<file path="config.mk">
export PLATFORM = sky130hd
export DESIGN_NAME = freq_hist_x16
export DESIGN_NICKNAME = d
export VERILOG_FILES = /design/src/rtl/huff_pkg.sv /design/src/rtl/freq_counter.sv /design/src/rtl/freq_hist_x16.sv
export SDC_FILE = /design/constraint.sdc
export NUM_CORES = 1
export LEC_CHECK = 0
export CAP_MARGIN = 40
export CELL_PAD_IN_SITES_DETAIL_PLACEMENT = 1
export CELL_PAD_IN_SITES_GLOBAL_PLACEMENT = 2
export CORE_ASPECT_RATIO = 0.9
export CORE_MARGIN = 2
export CORE_UTILIZATION = 25
export CTS_CLUSTER_DIAMETER = 40
export DETAILED_ROUTE_END_ITERATION = 7
export GPL_TIMING_DRIVEN = 0
export PLACE_DENSITY = 0.84
export SYNTH_ARGS = -nofsm -noshare
export SYNTH_HDL_FRONTEND = slang
export SYNTH_HIERARCHICAL = 1
export SYNTH_SLANG_ARGS = --single-unit
</file>
<file path="constraint.sdc">
create_clock -name clk -period 3.8 [get_ports clk]
set_input_delay 0.57 -clock clk [delete_from_list [all_inputs] [get_ports clk]]
set_output_delay 0.57 -clock clk [all_outputs]
set_load 0.02 [all_outputs]
</file>
<file path="src/rtl/huff_pkg.sv">
// Shared Huffman front-end types: default entry geometry, symbol count and packed entry.
// The packed entry type is also used by the downstream sort network.
package huff_pkg;

    localparam int DSIZE  = 18;
    localparam int OFFSET = 8;
    localparam int NSYM   = 16;

    typedef struct packed {
        logic [DSIZE-OFFSET-1:0] count;
        logic [OFFSET-1:0]       tag;
    } entry_t;

    typedef enum logic {
        ST_COUNT = 1'b0,
        ST_HOLD  = 1'b1
    } state_e;

endpackage

</file>
<file path="src/rtl/freq_counter.sv">
// One CW-bit symbol-frequency counter with synchronous clear and increment.
// Define FREQ_HIST_SAT_EN to saturate at all-ones instead of wrapping.
module freq_counter #(
    parameter int CW = 10
) (
    input  logic          clk,
    input  logic          rst_n,
    input  logic          inc_i,
    input  logic          clr_i,
    output logic [CW-1:0] count_o
);

    logic [CW-1:0] count_q;
    logic [CW-1:0] count_d;

    // NOTE: default first so every path assigns count_d; otherwise a latch is inferred.
    always_comb begin
        count_d = count_q;
        if (clr_i) begin
            count_d = '0;
        end else if (inc_i) begin
`ifdef FREQ_HIST_SAT_EN
            if (count_q != {CW{1'b1}}) begin
                count_d = count_q + CW'(1);
            end
`else
            count_d = count_q + CW'(1);
`endif
        end
    end

    // NOTE: non-blocking assignment for registered state avoids simulation races between flops.
    always_ff @(posedge clk or negedge rst_n) begin
        if (!rst_n) begin
            count_q <= '0;
        end else begin
            count_q <= count_d;
        end
    end

    assign count_o = count_q;

endmodule

</file>
<file path="src/rtl/freq_hist_x16.sv">
// 16-symbol frame histogram: counts accepted symbols, then holds {count, tag} entries
// for the sorter until consumed. FREQ_HIST_SAT_EN selects saturating counters.
module freq_hist_x16 #(
    parameter int DSIZE  = huff_pkg::DSIZE,
    parameter int OFFSET = huff_pkg::OFFSET
) (
    input  logic                  clk,
    input  logic                  rst_n,
    input  logic                  sym_valid,
    output logic                  sym_ready,
    input  logic [3:0]            sym_data,
    input  logic                  sym_last,
    output logic                  entry_valid,
    input  logic                  entry_ready,
    output logic [16*DSIZE-1:0]   entries
);

    localparam int CW = DSIZE - OFFSET;

    huff_pkg::state_e state_q;
    huff_pkg::state_e state_d;
    logic             accept;
    logic             clr_all;

    // Handshake outputs are pure functions of state, so entry_ready never reaches sym_ready.
    always_comb begin
        state_d     = state_q;
        sym_ready   = 1'b0;
        entry_valid = 1'b0;
        case (state_q)
            huff_pkg::ST_COUNT: begin
                sym_ready = 1'b1;
                if (sym_valid && sym_last) begin
                    state_d = huff_pkg::ST_HOLD;
                end
            end
            huff_pkg::ST_HOLD: begin
                entry_valid = 1'b1;
                if (entry_ready) begin
                    state_d = huff_pkg::ST_COUNT;
                end
            end
            default: state_d = huff_pkg::ST_COUNT;
        endcase
    end

    always_ff @(posedge clk or negedge rst_n) begin
        if (!rst_n) begin
            state_q <= huff_pkg::ST_COUNT;
        end else begin
            state_q <= state_d;
        end
    end

    assign accept  = sym_valid && sym_ready;
    assign clr_all = entry_valid && entry_ready;

    for (genvar i = 0; i < huff_pkg::NSYM; i++) begin : g_bin
        localparam logic [3:0]        SYM = 4'(i);
        localparam logic [OFFSET-1:0] TAG = OFFSET'(i);
        logic [CW-1:0] count;

        freq_counter #(
            .CW (CW)
        ) u_cnt (
            .clk     (clk),
            .rst_n   (rst_n),
            .inc_i   (accept && (sym_data == SYM)),
            .clr_i   (clr_all),
            .count_o (count)
        );

        assign entries[i*DSIZE +: DSIZE] = {count, TAG};
    end

endmodule

</file>
==> results of run 1 <==
stage by stage:
| stage | total power, W | setup TNS, ps | area (um^2) | instances |
|---|---|---|---|---|
| floorplan | 0.00217 | 0 | 9550 | 1036 |
| global placement | 0.00234 | -898880 | 11800 | 1682 |
| detailed placement | 0.00235 | 0 | 11900 | 1684 |
| CTS | 0.00427 | 0 | 12500 | 1715 |
| global route | 0.00439 | 0 | 12500 | 1715 |
| finish | 0.00418 | 0 | 12500 | 1715 |
area by class of cell:
class | count | area share (%)
multi-input combinational | 714 | 35.0
sequential | 161 | 32.2
timing repair buffer | 172 | 14.0
buffer | 160 | 9.11
tap | 476 | 4.76
clock buffer | 23 | 3.74
clock inverter | 8 | 1.22
inverter | 1 | 0.0300
critical path, cell delays in order:
cell	delay, ps
clkdlybuf4s50_1	550
or4b_4	530
nor2_1	210
buf_4	200
o2111ai_4	180
or4_1	520
a21oi_1	150
worst paths after layout:
| kind | start | end | slack (ps) | cells after the start |
|---|---|---|---|---|
| setup / recovery | sym_valid | g_bin[4].u_cnt/count_o[8]$_DFFE_PN0P_ | 1240 | 7 |
| hold / removal | rst_n | g_bin[11].u_cnt/count_o[9]$_DFFE_PN0P_ | 100 | 1 |
| setup reg to reg | state_q$_DFF_PN0_ | g_bin[15].u_cnt/count_o[7]$_DFFE_PN0P_ | 1440 | 6 |
| hold reg to reg | g_bin[4].u_cnt/count_o[9]$_DFFE_PN0P_ | g_bin[4].u_cnt/count_o[9]$_DFFE_PN0P_ | 550 | 2 |
| max in group asynchronous | rst_n | g_bin[15].u_cnt/count_o[6]$_DFFE_PN0P_ | 2830 | 2 |
| min in group clk | g_bin[4].u_cnt/count_o[9]$_DFFE_PN0P_ | g_bin[4].u_cnt/count_o[9]$_DFFE_PN0P_ | 550 | 2 |
layer usage:
metal	wire [um]	up-vias	global-route usage, %	share of wire [%]
li1	-	3668	-	-
met1	11900	3799	17.6	46
met2	12900	158	23.5	49
met3	1000	18	2.59	3.8
met4	362	0	3.91	1.4
met5	0	-	0	0
power by group through the flow:
stage	Clock [W]	Combinational, W	Sequential, W
2_1_floorplan	0	0.000316	0.00185
3_3_place_gp	0	0.000502	0.00183
3_5_place_dp	0	0.000513	0.00183
4_1_cts	0.00196	0.000515	0.00180
5_1_grt	0.00203	0.000558	0.00181
6_report	0.00187	0.000512	0.00180
Yosys cell counts, types with 3 or more instances:
cell type  count
ha_1          16
buf_4        144
o2111ai_4     16
a21oi_1       80
nor2_1        92
or3_1         16
nand4_1       48
or3_2         16
nand2_1       81
o21ai_0       33
nor3_1         3
clkbuf_1      16
dfrtp_1      161
or4_1         48
o31ai_1       48
xor2_1        48
xnor2_1       16
mux2i_1       16
sequential cells by signal, summed over array words and instances, names as in the netlist:
name	count
g_bin.u_cnt/count_o	160
state_q	1
cell families (layout without fill, tap and decap cells):
family,Yosys count,in the layout,share of synthesized area (%)
AOI/OAI and AO/OA,177,177,14.8
xor gates and xnor gates,64,64,6.17
adders and majority gates,16,16,2.21
buffers and inverters,161,364,12.6
DFF,161,161,44.4
muxes,16,16,1.76
other,2,128,0.0827
and+or+nand+nor,313,313,17.9
==> metrics.sh, run 1 <==
STATUS='complete, no violations'
GRT_MAX_DEGREE=94
CTS-RESIZED-GATES=0
MOSTFREQUENTLAYOUTCELLS='clkdlybuf4s50_1, dfrtp_1, buf_4, conb_1, nor2_1'
CTS_HOLD_BUF=0
SYNTH_LARGEST_TYPE_AREA_FRACTION_PCT=44.4
PORTBUFFERS=170
AVGVIACOUNTPERCELL=4.46
PWR-SHARE-CLK_PCT=44.7
CTS.ROOT.BUFFER_CELL='clkbuf_16'
TIMING_LIMITED_MAXIMUM_FREQUENCY_MHz=390
ROUTED_WL_UM=26100
STD_CELL_ROWS=66
COMB_POWER_SHARE_PCT=12.3
FINALCOREUTILIZATION_PCT=34.8
DETAIL_ROUTE_ANTENNA_NETS=0
YOSYS.CELL_TYPES.COUNT=28
REGAREA_UM2=4030
CORE_AREA_UM2=36000
FINISH.NET_COUNT=1252
CLOCK_PATH_BUFFERS=2
MULTIINPUTGATEAREA_UM2=4380
ROUTABILITYCONGESTION=0.720
DIE-HEIGHT_UM=185
TIMING.HOLD.WS_PS=97.2
CRITPATHARRIVALTIME_PS=2910
DIEAREA_UM2=37900
POWER.NET_SWITCHING_W=0.00111
WORST_SKEW_PS=13.9
WORST-ENDPOINT-REQUIRED_PS=4150
SYNTH_AREA_PER_CELL_UM2=9.98
MOSTFREQUENTLAYOUTCELL='clkdlybuf4s50_1'
SYNTHDOMINANTAREACELLTYPE='dfrtp_1'
FINALSETUPVIOLCOUNT=0
CLKSLEWWORSTSETUPHOLDPATHS_PS=70
INITIAL_CORE_UTIL_PCT=25.2
DRIVE_GT1_SHARE_PCT=16.9
GRT_PASS1_VIAS=7583
RSZ0062_AT_GRT='false'
POSTSYNTHCELLCOUNT=910
FINAL.FILL_COUNT=4161
INTERNAL_POWER_W=0.00307
POWER-PER-CELL-AREA_nW_PER_UM2=334
CTS_TREE='yes'
TIMING_HOLD_VIOLATIONS_FINAL=0
ANTENNA-DIODE-COUNT=0
SW_FRAC_OF_TOTAL_PCT=26.5
SYNTH.YOSYS.WARNINGS=6
WORST-SETUP-PATH-TYPE='in -> reg'
ROUTE.DETAILED.DRC=0
MAXSLEWVIOLCOUNT=0
YS_ASYNC_SR_FRACTION_PCT=100
GRT_ANTENNA_BEFORE_REPAIR=0
POSTCTSSETUPREPAIRBUFS=0
SLEW_HEADROOM_PCT=61.5
PLACE.DETAILED.HPWL_UM=19000
TRITONCTS.NUM_BUFFERS=17
SYNTH_AREA_UM2=9080
DETAILEDROUTE.FIRSTITERATIONVIOLATIONS=265
POST-ROUTE-MIN-PERIOD_PS=2560
AVGROUTEDWIREPERCELL_UM=15.2
POWER.SEQUENTIAL.FRACTION_PCT=43.1
PRECTSSETUPSLACK_PS=745
SYNTH_ENABLE_FLOP_CELLS=0
TIGHTESTPINTRANSITION_PS=578
WORST_SETUP_PATH_END_KIND='flop'
VDD.IR_DROP.WORST_mV=0.255
DRV.MAX_CAP_VIOLATION_COUNT=0
CLOCK_LATENCY_PS=430
YS_FF_LATCH=161
CELLLEAKAGEPOWER_nW=5.27
STARTPOINT_TYPE='input port'
FINALCRITPERIODSHARE_PCT=67.5
CRIT_FANOUT=10
AREA_DELTA_SYNTH_FINAL_PCT=38.0
HTREE_NUM_LEVELS=4
GRT_FIRST_PASS_WIRELENGTH_UM=41500
GLOBALROUTE.TOTALOVERFLOW=0
SYNTH_FLOP_CELL='dfrtp_1'
DR_TOTAL_VIAS=7643
YOSYSSEQAREASHARE_PCT=44.4
CTS.SINK_COUNT=161
DRT-PASS1-ITER-COUNT=4
FLOORPLAN.DIE.WIDTH_UM=205
FINAL.SETUP.WORST_SLACK_PS=1240
HOLDCRITPATHCLASS='in -> async'
I_O_PIN_COUNT=299
GRT_USE_TOTAL_PCT=13.7
SYNTH_TOP_CELLS_BY_AREA='dfrtp_1, buf_4, o2111ai_4'
Power figures use the tool's default switching activity.
==> inputs of run 2 (changes only) <==
clock period = 2.6 ns   (was 3.8 ns; I/O delays follow)
==> run 2 against run 1 <==
Net effect: setup slack worse by 1100 ps; non-clock buffer count stayed put; first-iteration DRC count is 3.0% higher; final cell count hardly changed; die area stayed put; wire length hardly changed; register-to-register slack worse by 1200 ps; utilization is 0.14 points lower; sequential cell count stayed put; combinational power is 46% higher.
==> metrics.sh, run 2 (same netlist as run 1, synthesis figures left out) <==
STATUS='complete, no violations'
DR_TOTAL_VIAS=7681  # +0.50%
GLOBALROUTE.TOTALOVERFLOW=0  # unchanged
HTREE_NUM_LEVELS=4  # unchanged
VDD.IR_DROP.WORST_mV=0.417  # +63%
CLOCK_PATH_BUFFERS=2  # unchanged
AREA_DELTA_SYNTH_FINAL_PCT=37.4
GRT_MAX_DEGREE=86  # -8.5%
MOSTFREQUENTLAYOUTCELL='clkdlybuf4s50_1'
TIGHTESTPINTRANSITION_PS=817  # +239 ps
AVGVIACOUNTPERCELL=4.48  # +0.44%
WORST_SETUP_PATH_END_KIND='flop'
DRV.MAX_CAP_VIOLATION_COUNT=0  # unchanged
DRT-PASS1-ITER-COUNT=4  # unchanged
CORE_AREA_UM2=36000  # unchanged
GRT_PASS1_VIAS=7559  # -0.32%
GRT_FIRST_PASS_WIRELENGTH_UM=41600  # +0.26%
FLOORPLAN.DIE.WIDTH_UM=205  # unchanged
STARTPOINT_TYPE='input port'
FINISH.NET_COUNT=1252  # unchanged
TRITONCTS.NUM_BUFFERS=17  # unchanged
POWER.SEQUENTIAL.FRACTION_PCT=44.6  # +1.5 points
ROUTED-WL-MET3_UM=1320  # +32%
PLACE.DETAILED.HPWL_UM=18800  # -0.97%
POWER-PER-CELL-AREA_nW_PER_UM2=473  # +42%
CTS.SINK_COUNT=161  # unchanged
TOTAL_POWER_W=0.00591  # +41%
TIMING_HOLD_VIOLATIONS_FINAL=0  # unchanged
DRIVE_GT1_SHARE_PCT=17.4  # +0.47 points
ROUTE.TOP_LAYER_USED='met4'
INITIAL_CORE_UTIL_PCT=25.2  # unchanged
GRT_ANTENNA_BEFORE_REPAIR=0  # unchanged
FINAL.FILL_COUNT=4164  # +0.072%
I_O_PIN_COUNT=299  # unchanged
CTS_TREE='yes'
RSZ0062_AT_GRT='true'
SLEW_HEADROOM_PCT=45.5  # -16 points
WORST_SKEW_PS=9.33  # -4.59 ps
ROUTED_WL_UM=26100  # about the same
CELLLEAKAGEPOWER_nW=5.25  # -0.37%
POST-ROUTE-MIN-PERIOD_PS=2420
SW_FRAC_OF_TOTAL_PCT=29.3  # +2.8 points
MET2ROUTEDLENGTH_UM=13000  # +1.3%
CTS.ROOT.BUFFER_CELL='clkbuf_16'
AVGROUTEDWIREPERCELL_UM=15.2  # about the same
WORST-SETUP-PATH-TYPE='in -> reg'
FINISH.CELL_COUNT_WITHOUT_FILLERS=1716  # +0.058%
FINALSETUPVIOLCOUNT=0  # unchanged
DIE-HEIGHT_UM=185  # unchanged
FINALCRITPERIODSHARE_PCT=92.9
MET1WIRELENGTH_UM=11500  # -3.4%
DETAIL_ROUTE_ANTENNA_NETS=0  # unchanged
PWR-SHARE-CLK_PCT=42.8  # -1.9 points
DETAILEDROUTE.FIRSTITERATIONVIOLATIONS=273  # +3.0%
ROUTABILITYCONGESTION=0.716  # -0.60%
CLKSLEWWORSTSETUPHOLDPATHS_PS=70  # about the same
CLOCK_LATENCY_PS=430  # about the same
DIEAREA_UM2=37900  # unchanged
MAXSLEWVIOLCOUNT=0  # unchanged
ANTENNA-DIODE-COUNT=0  # unchanged
MOSTFREQUENTLAYOUTCELLS='clkdlybuf4s50_1, dfrtp_1, buf_4, conb_1, nor2_1'
WORST-ENDPOINT-REQUIRED_PS=2970  # -1180 ps
INTERNAL_POWER_W=0.00418  # +36%
POWER.NET_SWITCHING_W=0.00173  # +56%
CRITPATHARRIVALTIME_PS=2780  # -130 ps
PORTBUFFERS=170  # unchanged
TIMING_LIMITED_MAXIMUM_FREQUENCY_MHz=414
CRIT_FANOUT=10  # unchanged
ROUTE.DETAILED.DRC=0  # unchanged
STD_CELL_ROWS=66  # unchanged
HOLDCRITPATHCLASS='in -> async'
LARGEST_REGISTER_FF_COUNT=160  # unchanged
COMB_POWER_SHARE_PCT=12.6  # +0.3 points
GRT_USE_TOTAL_PCT=13.8  # +0.10 points
NUMPLACEDINSTANCES=1683  # -0.059%
[run 2: cell types whose count changed in the layout (fill, tap and decap cells not counted), sizes merged]
cell	change
clkbuf	-6
bufinv	-3
inv	+7
dlygate4sd3	+1
clkinv	+3
buf	-1
[run 2: cell type report]
cell class                 count  area [um^2]  share of cell area, %
multi-input combinational    714         4390                   35.2
sequential                   161         4030                   32.3
timing repair buffer         172         1740                   14.0
buffer                       160         1140                   9.15
tap                          476          596                   4.77
clock buffer                  17          425                   3.41
clock inverter                15          149                   1.19
inverter                       1         3.75                 0.0301
[run 2: critical path: stages]
cell and delay (ps):
clkdlybuf4s50_1 560, or4b_4 530, nor2_1 220, buf_4 210, o2111ai_4 190, or4_1 530
a21oi_1 150
[run 2: through the flow]
stage          area (um^2)  worst slack [ps]  TNS (ps)  util, %  hold WS, ps
3_5_place_dp         11900              -343    -11760     33.0          412
5_1_grt              12500             -15.6     -15.6     34.6          547
3_3_place_gp         11800             -6210  -1051900     32.9          529
6_report             12500               184         0     34.6          491
2_1_floorplan         9550               352         0        -         94.4
4_1_cts              12500              78.5         0     34.6          525
[run 2: power groups by stage]
stage / sequential [W] / clock [W] / combinational [W]
after floorplan: 0.00271 / 0 / 0.000461
after global placement: 0.00268 / 0 / 0.000729
after detailed placement: 0.00268 / 0 / 0.000745
after CTS: 0.00263 / 0.00264 / 0.000748
after global routing: 0.00264 / 0.00274 / 0.000815
final: 0.00263 / 0.00253 / 0.000745
[run 2: path summary, 6_finish.rpt]
| path | from | end | slack, ps | depth (start not counted) |
|---|---|---|---|---|
| min in group clk | g_bin[11].u_cnt/count_o[9]$_DFFE_PN0P_ | g_bin[11].u_cnt/count_o[9]$_DFFE_PN0P_ | 560 | 2 |
| hold / removal | rst_n | g_bin[8].u_cnt/count_o[8]$_DFFE_PN0P_ | 490 | 2 |
| setup / recovery | sym_valid | g_bin[4].u_cnt/count_o[8]$_DFFE_PN0P_ | 180 | 7 |
| hold reg to reg | g_bin[11].u_cnt/count_o[9]$_DFFE_PN0P_ | g_bin[11].u_cnt/count_o[9]$_DFFE_PN0P_ | 560 | 2 |
| setup reg to reg | state_q$_DFF_PN0_ | g_bin[4].u_cnt/count_o[8]$_DFFE_PN0P_ | 220 | 6 |
| max in group asynchronous | rst_n | g_bin[13].u_cnt/count_o[2]$_DFFE_PN0P_ | 1240 | 3 |
[run 2: what timing repair did]
action | CTS | global route
setup buffers | 0 | 0
hold buffers | 1 | 0
hold endpoints to repair | 76 | 0
endpoints found under the setup margin | 0 | 6
gates resized for setup | 0 | 2
[run 2: layer usage]
layer  track usage, %  up-vias
met4             3.14        0
met5                0        -
li1                 -     3667
met1             17.3     3844
met3             3.68       14
met2             23.7      156
